File: src/rtl/nibble_alu_sequencer_if.sv
// Bus between the nibble sequencer and the shared 4-bit carry-lookahead adder.
interface nibble_alu_sequencer_if;
  logic [3:0] add_a;
  logic [3:0] add_b;
  logic       add_cin;
  logic       add_en;
  logic [3:0] add_sum;
  logic       add_cout;
  logic       add_ready;

  modport master (
    output add_a, add_b, add_cin, add_en,
    input  add_sum, add_cout, add_ready
  );

  modport slave (
    input  add_a, add_b, add_cin, add_en,
    output add_sum, add_cout, add_ready
  );
endinterface

File: src/rtl/nibble_alu_sequencer.sv
// Runs an 8-bit ADD/ADC/SUB/SBB as two passes through a shared 4-bit adder,
// low nibble first, and reports the result with C/Z/N/V flags and a timeout error.
module nibble_alu_sequencer #(
  parameter int unsigned TIMEOUT = 16
) (
  input  logic       clk,
  input  logic       reset,
  input  logic       start,
  input  logic [1:0] op,
  input  logic [7:0] a,
  input  logic [7:0] b,
  output logic       busy,
  output logic       done,
  output logic [7:0] result,
  output logic       flag_c,
  output logic       flag_z,
  output logic       flag_n,
  output logic       flag_v,
  output logic       err,
  nibble_alu_sequencer_if.master adder
);

  localparam int unsigned DATA_W = 8;
  localparam int unsigned NIB_W  = 4;
  localparam int unsigned CNT_W  = 8;

  typedef enum logic [2:0] {
    S_IDLE = 3'd0,
    S_LO   = 3'd1,
    S_GAP  = 3'd2,
    S_HI   = 3'd3,
    S_DONE = 3'd4
  } state_t;

  state_t state, state_nx;

  logic [CNT_W-1:0]  cnt, cnt_d;
  logic [DATA_W-1:0] a_r, a_d;
  logic [DATA_W-1:0] eb_r, eb_d;
  logic [NIB_W-1:0]  lo_r, lo_d;
  logic              c4_r, c4_d;

  logic              busy_d, done_d, err_d;
  logic [DATA_W-1:0] result_d;
  logic              flag_c_d, flag_z_d, flag_n_d, flag_v_d;
  logic [NIB_W-1:0]  add_a_r, add_a_d;
  logic [NIB_W-1:0]  add_b_r, add_b_d;
  logic              add_cin_r, add_cin_d;
  logic              add_en_r, add_en_d;

  logic              expired_c;
  logic [DATA_W-1:0] sum_c;

  // ready takes priority over an expiring count in the same cycle
  assign expired_c = !adder.add_ready && (cnt == CNT_W'(TIMEOUT));
  assign sum_c     = {adder.add_sum, lo_r};

  // State register
  always_ff @(posedge clk) begin
    if (reset) state <= S_IDLE;
    else       state <= state_nx;
  end

  // Next-state logic
  always_comb begin
    state_nx = state;
    unique case (state)
      S_IDLE: if (start) state_nx = S_LO;
      S_LO: begin
        if (adder.add_ready) state_nx = S_GAP;
        else if (expired_c)  state_nx = S_DONE;
      end
      S_GAP: state_nx = S_HI;
      S_HI: begin
        if (adder.add_ready || expired_c) state_nx = S_DONE;
      end
      S_DONE: state_nx = S_IDLE;
      default: state_nx = S_IDLE;
    endcase
  end

  // Next values for every registered output and datapath register
  always_comb begin
    cnt_d     = cnt;
    a_d       = a_r;
    eb_d      = eb_r;
    lo_d      = lo_r;
    c4_d      = c4_r;
    busy_d    = busy;
    done_d    = 1'b0;
    err_d     = err;
    result_d  = result;
    flag_c_d  = flag_c;
    flag_z_d  = flag_z;
    flag_n_d  = flag_n;
    flag_v_d  = flag_v;
    add_a_d   = add_a_r;
    add_b_d   = add_b_r;
    add_cin_d = add_cin_r;
    add_en_d  = 1'b0;

    unique case (state)
      S_IDLE: begin
        if (start) begin
          a_d       = a;
          eb_d      = op[1] ? ~b : b;
          add_a_d   = a[3:0];
          add_b_d   = op[1] ? ~b[3:0] : b[3:0];
          // ADC/SBB chain the stored carry; SUB seeds +1 for two's complement
          add_cin_d = op[0] ? flag_c : op[1];
          add_en_d  = 1'b1;
          busy_d    = 1'b1;
          cnt_d     = '0;
        end
      end
      S_LO, S_HI: begin
        if (adder.add_ready) begin
          if (state == S_LO) begin
            lo_d = adder.add_sum;
            c4_d = adder.add_cout;
          end else begin
            result_d = sum_c;
            flag_c_d = adder.add_cout;
            flag_z_d = (sum_c == '0);
            flag_n_d = sum_c[7];
            flag_v_d = (a_r[7] == eb_r[7]) && (sum_c[7] != a_r[7]);
            err_d    = 1'b0;
            done_d   = 1'b1;
            busy_d   = 1'b0;
          end
        end else if (expired_c) begin
          err_d  = 1'b1;
          done_d = 1'b1;
          busy_d = 1'b0;
        end else begin
          cnt_d    = cnt + CNT_W'(1);
          add_en_d = 1'b1;
        end
      end
      S_GAP: begin
        add_a_d   = a_r[7:4];
        add_b_d   = eb_r[7:4];
        add_cin_d = c4_r;
        add_en_d  = 1'b1;
        cnt_d     = '0;
      end
      S_DONE: ;
      default: ;
    endcase
  end

  // Output and datapath registers
  always_ff @(posedge clk) begin
    if (reset) begin
      cnt       <= '0;
      a_r       <= '0;
      eb_r      <= '0;
      lo_r      <= '0;
      c4_r      <= 1'b0;
      busy      <= 1'b0;
      done      <= 1'b0;
      err       <= 1'b0;
      result    <= '0;
      flag_c    <= 1'b0;
      flag_z    <= 1'b0;
      flag_n    <= 1'b0;
      flag_v    <= 1'b0;
      add_a_r   <= '0;
      add_b_r   <= '0;
      add_cin_r <= 1'b0;
      add_en_r  <= 1'b0;
    end else begin
      cnt       <= cnt_d;
      a_r       <= a_d;
      eb_r      <= eb_d;
      lo_r      <= lo_d;
      c4_r      <= c4_d;
      busy      <= busy_d;
      done      <= done_d;
      err       <= err_d;
      result    <= result_d;
      flag_c    <= flag_c_d;
      flag_z    <= flag_z_d;
      flag_n    <= flag_n_d;
      flag_v    <= flag_v_d;
      add_a_r   <= add_a_d;
      add_b_r   <= add_b_d;
      add_cin_r <= add_cin_d;
      add_en_r  <= add_en_d;
    end
  end

  assign adder.add_a   = add_a_r;
  assign adder.add_b   = add_b_r;
  assign adder.add_cin = add_cin_r;
  assign adder.add_en  = add_en_r;

endmodule
File: src/flat_wrapper.sv
// flat-port wrapper written by rule: the top's interface ports become plain ports
module nibble_alu_sequencer_flat 
#(
  parameter int unsigned TIMEOUT = 16
)
  (clk, reset, start, op, a, b, busy, done, result, flag_c, flag_z, flag_n, flag_v, err, adder_add_a, adder_add_b, adder_add_cin, adder_add_en, adder_add_sum, adder_add_cout, adder_add_ready);
  nibble_alu_sequencer_if adder_i ();
  input  logic clk;
  input  logic reset;
  input  logic start;
  input  logic [1:0] op;
  input  logic [7:0] a;
  input  logic [7:0] b;
  output logic busy;
  output logic done;
  output logic [7:0] result;
  output logic flag_c;
  output logic flag_z;
  output logic flag_n;
  output logic flag_v;
  output logic err;
  output wire logic [$bits(adder_i.add_a)-1:0] adder_add_a;
  output wire logic [$bits(adder_i.add_b)-1:0] adder_add_b;
  output wire logic [$bits(adder_i.add_cin)-1:0] adder_add_cin;
  output wire logic [$bits(adder_i.add_en)-1:0] adder_add_en;
  input wire logic [$bits(adder_i.add_sum)-1:0] adder_add_sum;
  input wire logic [$bits(adder_i.add_cout)-1:0] adder_add_cout;
  input wire logic [$bits(adder_i.add_ready)-1:0] adder_add_ready;
  assign adder_add_a = adder_i.add_a;
  assign adder_add_b = adder_i.add_b;
  assign adder_add_cin = adder_i.add_cin;
  assign adder_add_en = adder_i.add_en;
  assign adder_i.add_sum = adder_add_sum;
  assign adder_i.add_cout = adder_add_cout;
  assign adder_i.add_ready = adder_add_ready;
  nibble_alu_sequencer #(.TIMEOUT(TIMEOUT)) u_core (.clk(clk), .reset(reset), .start(start), .op(op), .a(a), .b(b), .busy(busy), .done(done), .result(result), .flag_c(flag_c), .flag_z(flag_z), .flag_n(flag_n), .flag_v(flag_v), .err(err), .adder(adder_i));
endmodule
File: config.mk
export PLATFORM = sky130hd
export DESIGN_NAME = nibble_alu_sequencer_flat
export DESIGN_NICKNAME = d
export VERILOG_FILES = /design/src/rtl/nibble_alu_sequencer_if.sv /design/src/rtl/nibble_alu_sequencer.sv /design/src/flat_wrapper.sv
export SDC_FILE = /design/constraint.sdc
export NUM_CORES = 1
export LEC_CHECK = 0
export CAP_MARGIN = 10
export CORE_ASPECT_RATIO = 1.75
export CORE_MARGIN = 8
export CORE_UTILIZATION = 52
export CTS_CLUSTER_DIAMETER = 50
export DETAILED_ROUTE_END_ITERATION = 12
export GPL_TIMING_DRIVEN = 0
export HOLD_SLACK_MARGIN = 0.03
export PLACE_DENSITY = 0.84
export SETUP_SLACK_MARGIN = 0.15
export SYNTH_ARGS = -nofsm -noshare
export SYNTH_HDL_FRONTEND = slang
export SYNTH_SLANG_ARGS = --single-unit
File: constraint.sdc
create_clock -name clk -period 4.37 [get_ports clk]
set_input_delay 1.311 -clock clk [delete_from_list [all_inputs] [get_ports clk]]
set_output_delay 1.311 -clock clk [all_outputs]
set_load 0.01 [all_outputs]
# After elaboration in Yosys (flattened, before gate mapping)
# Index checks and enable logic that the tools add are counted.
# op_classes
eq_ne	14
bitwise	4
add_sub_neg	1
n_mux	32
n_reduce_logical	20
# op_table
op	count
$mux W8	4
$pmux W8 S3	1
$pmux W4 S2	2
$mux W1	14
$mux W3	4
$mux W4	3
$pmux W3 S4	1
$reduce_and A3 Y1	4
$add A8 B1 Y8 const B	1
$eq A8 B5 Y1 const B	1
$logic_not A8 Y1	1
$ne A2 B2 Y1 const B	4
$not A8 Y8	1
$reduce_and A4 Y1	2
$eq A3 B2 Y1 const B	2
$ne A3 B2 Y1 const B	2
$reduce_bool A2 Y1	3
$not A4 Y4	1
$pmux W1 S2	2
$reduce_and A2 Y1	2
$reduce_or A2 Y1	2
$eq A3 B1 Y1 const B	1
$logic_not A3 Y1	1
$ne A3 B3 Y1 const B	1
9 further kinds	11
# totals
ff_bits	57
elab_cells	89
output_inout_bits	25
inputBits	27

# Longest topological paths before layout
# depth
ltp_word	5
ltp_mapped	7
depth_no_buf	6

# Least setup slack after synthesis
# No wires, ideal clock.
# synth_timing
path_type	input to register
from	input port adder_add_ready
to	register u_core.cnt[5]
setup_slack_ns	2.039
setup_ns	0.074
path_buffers	1
required_time_ns	4.296
stages	5
arrival_ns	2.256
cell_sequence	nor3b_4 o21ai_1 buf_4 or3_1 a31oi_1
# synth_between
elab_chain_cells	4
elab_cells_between_ends	5
cone_classes	eq/ne: 2; reduce/logical: 3
# synth_rtl
item	line_no	rtl
from (decl)	flat_wrapper.sv:28	input wire logic [$bits(adder_i.add_ready)-1:0] adder_add_ready;
$logic_not A1 Y1	nibble_alu_sequencer.sv:55	assign expired_c = !adder.add_ready && (cnt == CNT_W'(TIMEOUT));
$logic_and A1 B1 Y1	nibble_alu_sequencer.sv:55	
$ne A2 B2 Y1 (no line)	-	
$reduce_and A4 Y1 (no line) *	-	
to (signal assigned)	nibble_alu_sequencer.sv:173	cnt <= cnt_d;
to (decl)	nibble_alu_sequencer.sv:37	logic [CNT_W-1:0] cnt, cnt_d;
# Every way passes the cells marked *; elsewhere a longest branch is shown, timed or not.
# A chain may end at the register's enable or synchronous reset.

# Final worst setup path
# layout_timing
from	input port start
to	register u_core.cnt[5]
# layout_between
elab_chain_cells	2
# layout_rtl
item	line_no	rtl
from (decl)	flat_wrapper.sv:10	input logic start;
$ne A2 B2 Y1 (no line)	-	
$reduce_and A4 Y1 (no line)	-	
# No other way between the ends.

==> metrics.txt <==
share of synthesized cell area in and, or, nand and nor gates=24.9%; post-place setup slack=1.17 ns; antenna diode instance count=0; count of unique library cells instantiated by Yosys=42; largest delay contributor family on the critical path=buffers and inverters; vertical die dimension=99.3 um; maximum number of pins on one net before global-route repair=15; floorplan row count=30; yosys warns=0; power after layout=0.890 mW; fraction of synthesized area in multiplexers=4.00%; number of DRC markers in iteration 0=98; H-tree lvl count=2; total number of clock tree sinks=48; worst reg2reg startpoint=u_core.cnt[0]; detailed-route wire length=5.53 mm; starting density of the core=53.9%; Final period util=66.2%; critical path peak fanout=10; final setup skew=0.00656 ns; type of origin of the critical path=input port; number of hold buffers added after cts=0; final setup fails=0; peak clock frequency supported by timing=345 MHz; drt first pass iters=4; number of global-route vias before repair=2,017; count of buffers from port buffering=49; max-slew violation total from the final report=0; cell with the biggest individual delay on the critical path=o21ai_0; Slew headroom=58.2%; power per cell area=329 mW/mm^2; register clock-pin slew on the reported worst setup and hold paths=0.09 ns; Total Nets Final=325; clock period minus final worst setup slack=2.89 ns; type of the worst setup path=in -> reg; average wire per cell in the routed design=16.0 um; result of the run=completed; Fillers=323; slack of the critical path=1.48 ns; setup repair after global routing missed its margin=no; worst min-delay path endpoint=u_core.result[1]; Remaining Overflow, GRT=0; clock buffer count from CTS=5; reg2reg setup slack=2.47 ns; placed wire-length estimate=4.10 mm; first-pass GRT wire length=9.21 mm; CP peak stage delay=0.54 ns; data required time of the worst path=4.59 ns; adder-cell share of the synthesized area=1.21%; Worst Hold Depth=2; P_leak=0.950 nW; worst min path class=reg -> reg; Synth Instances=240; final standard cell area without fillers=0.00271 mm^2; clk_lat worst skew=0.30 ns; CP arrival=3.11 ns; core region area=0.00383 mm^2; area enclosed by the die boundary=0.00632 mm^2; width of the chip=63.6 um; Buffers & Inverters on Critical Path=2; Vias per Instance=5.60; Synthesized Nets=269; cell-by-cell trace of the critical path=clkdlybuf4s50_1, o21ai_0, clkbuf_1, nand3_1, a31oi_1; setup TNS=0 ns; summed instance area of the synthesized netlist=0.00206 mm^2; part of the Yosys area used for sequential elements=46.6%; Reg-to-Reg End=u_core.state[2]; average cell area after synthesis=8.59 um^2; number of gates given a new drive strength after cts=0; DRC errors left=0; Max rail drop VDD=0.327 mV; via count=1,932; Setup crit end kind=register; actual slew at the worst max-slew pin=0.620 ns; final weighted congestion of routability-driven global placement=0.957; Yosys reg bits=48; number of endpoints with negative hold slack in the final report=0; Overall Global Routing Usage=17.9%; Worst Reg-to-Reg Cells=5; Post-CTS Repair Setup Buffers=0; cell chosen for the clock root=clkbuf_8; ANT nets after route=0; startpoint of the most critical hold path=u_core.result[1]; I/O pin count=52; end-of-flow core utilization=70.7%; Cell Area, Placed=0.00261 mm^2; number of maximum-capacitance violations=0; largest family of logic cells by synthesized area=simple AND/OR/NAND/NOR gates; number of antenna violations at the first check in global routing=0; xor and xnor fraction of the mapped netlist area=3.40%; CTS tree=done; Synth Area in Compound Gates=15.7%; maximum buffer depth of the clock tree=2; area overhead of the layout relative to synthesis=31.2%; share of layout cells above drive strength 1=6.40%
==> tightest hold or removal path: stages (launching register included) <==
cell	delay, ns
dfxtp_1	0.32
nand2_1	0.05
a21oi_1	0.05
==> placed cells by master, fill, tap and decap left out, types with 2 or more instances in the layout <==
master           synthesis  final
inv_1                    4      4
nor4b_1                  2      2
nand3b_1                 3      3
clkinv_2                 0      2
a211oi_1                 5      5
o21ai_0                  5      5
nand2b_1                 2      2
o22ai_1                  2      2
buf_4                    2      2
dfxtp_1                 48     48
a222oi_1                 6      6
a21oi_1                 22     22
nor3_1                   4      4
clkbuf_1                12     12
and3_1                   3      3
clkdlybuf4s50_1          0     49
xor2_1                   4      4
a31oi_1                  4      4
mux2i_1                  6      6
nand4_1                  4      4
buf_2                    2      2
nor4_1                   2      2
nand2_1                 33     33
or3_1                    2      2
nand3_1                 11     11
clkbuf_8                 0      6
xnor2_1                  4      4
ha_1                     2      2
nor2_1                  28     28
mux2_2                   2      2
o31ai_1                  2      2
==> power breakdown <==
part	switching [mW]	internal, mW
logic	0.0725	0.0713
registers	0.0149	0.458
clock network	0.147	0.126
total	0.234	0.656
==> layout make-up <==
class	instances	area, um^2	area share [%]
Clock inverter	2	10.0	0.370
Multi-Input combinational cell	172	1020	37.6
Clock buffer	6	82.6	3.05
Buffer	16	70.1	2.59
Inverter	4	15.0	0.555
Tap cell	48	60.1	2.22
Sequential cell	48	961	35.5
Timing Repair Buffer	49	490	18.1
==> worst max-delay path by stage <==
stage	start	endpoint	slack, ns	cells past startpoint
2_1_floorplan	adder_add_ready	u_core.cnt[5]	2.04	5
6_report	start	u_core.cnt[5]	1.48	5
4_1_cts	start	u_core.cnt[5]	1.48	5
3_3_place_gp	start	u_core.cnt[2]	1.26	5
3_5_place_dp	start	u_core.cnt[5]	1.17	5
5_1_grt	start	u_core.adder.add_b[3]	1.37	5
==> layer usage <==
metal  track usage, %  share of wire [%]
met2             33.4                 53
met3             4.28                4.7
met5                0                  0
met1             16.6                 37
met4             11.6                4.5
==> synth_stat cells, drive strengths merged <==
library cell	count	share of area, %
o31ai	2	0.73
or2	1	0.30
nor2	28	5.1
o211a	1	0.49
nor4	2	0.61
and2	1	0.30
or3	2	0.61
or4b	1	0.67
xnor2	4	1.7
mux2	2	1.1
nor3	4	0.97
nand2	33	6.0
nor3b	3	1.9
or3b	1	0.42
o22ai	2	0.61
inv	4	0.73
nand2b	2	0.61
nor4b	2	0.85
a222oi	6	2.9
ha	2	1.2
a211oi	5	1.8
xor2	4	1.7
nand4	4	1.2
a21oi	22	5.3
o211ai	1	0.36
buf	4	1.2
dfxtp	48	47
nand3b	3	1.1
nor2b	1	0.30
clkbuf	12	2.2
and3	3	0.91
nand3	11	2.7
a2111oi	1	0.42
mux2i	6	2.9
o21ai	6	1.5
a31oi	4	1.2
and4	1	0.42
a21boi	1	0.36
==> stage by stage <==
| step | hold WS, ns | instances |
|---|---|---|
| after global placement | 0.444 | 337 |
| after global routing | 0.480 | 345 |
| final | 0.459 | 345 |
| after floorplan | 0.431 | 240 |
| after detailed placement | 0.451 | 337 |
| after CTS | 0.463 | 345 |
==> sequential cells by signal, indices dropped and copies added, names as in the netlist <==
name / count
u_core.cnt: 8
u_core.result: 7
u_core.a_r: 4
u_core.adder.add_a: 4
u_core.adder.add_b: 4
u_core.eb_r: 4
u_core.lo_r: 4
u_core.state: 3
u_core.adder.add_cin: 1
u_core.adder.add_en: 1
u_core.busy: 1
u_core.c4_r: 1
u_core.done: 1
u_core.err: 1
u_core.flag_c: 1
u_core.flag_n: 1
u_core.flag_v: 1
u_core.flag_z: 1
==> cells by family after synthesis <==
family | after synthesis
and+or+nand+nor | 103
AOI/OAI and AO/OA | 51
DFF | 48
buffers and inverters | 20
xor gates and xnor gates | 8
muxes | 8
adders and majority gates | 2
(Power assumes the default switching activity.)
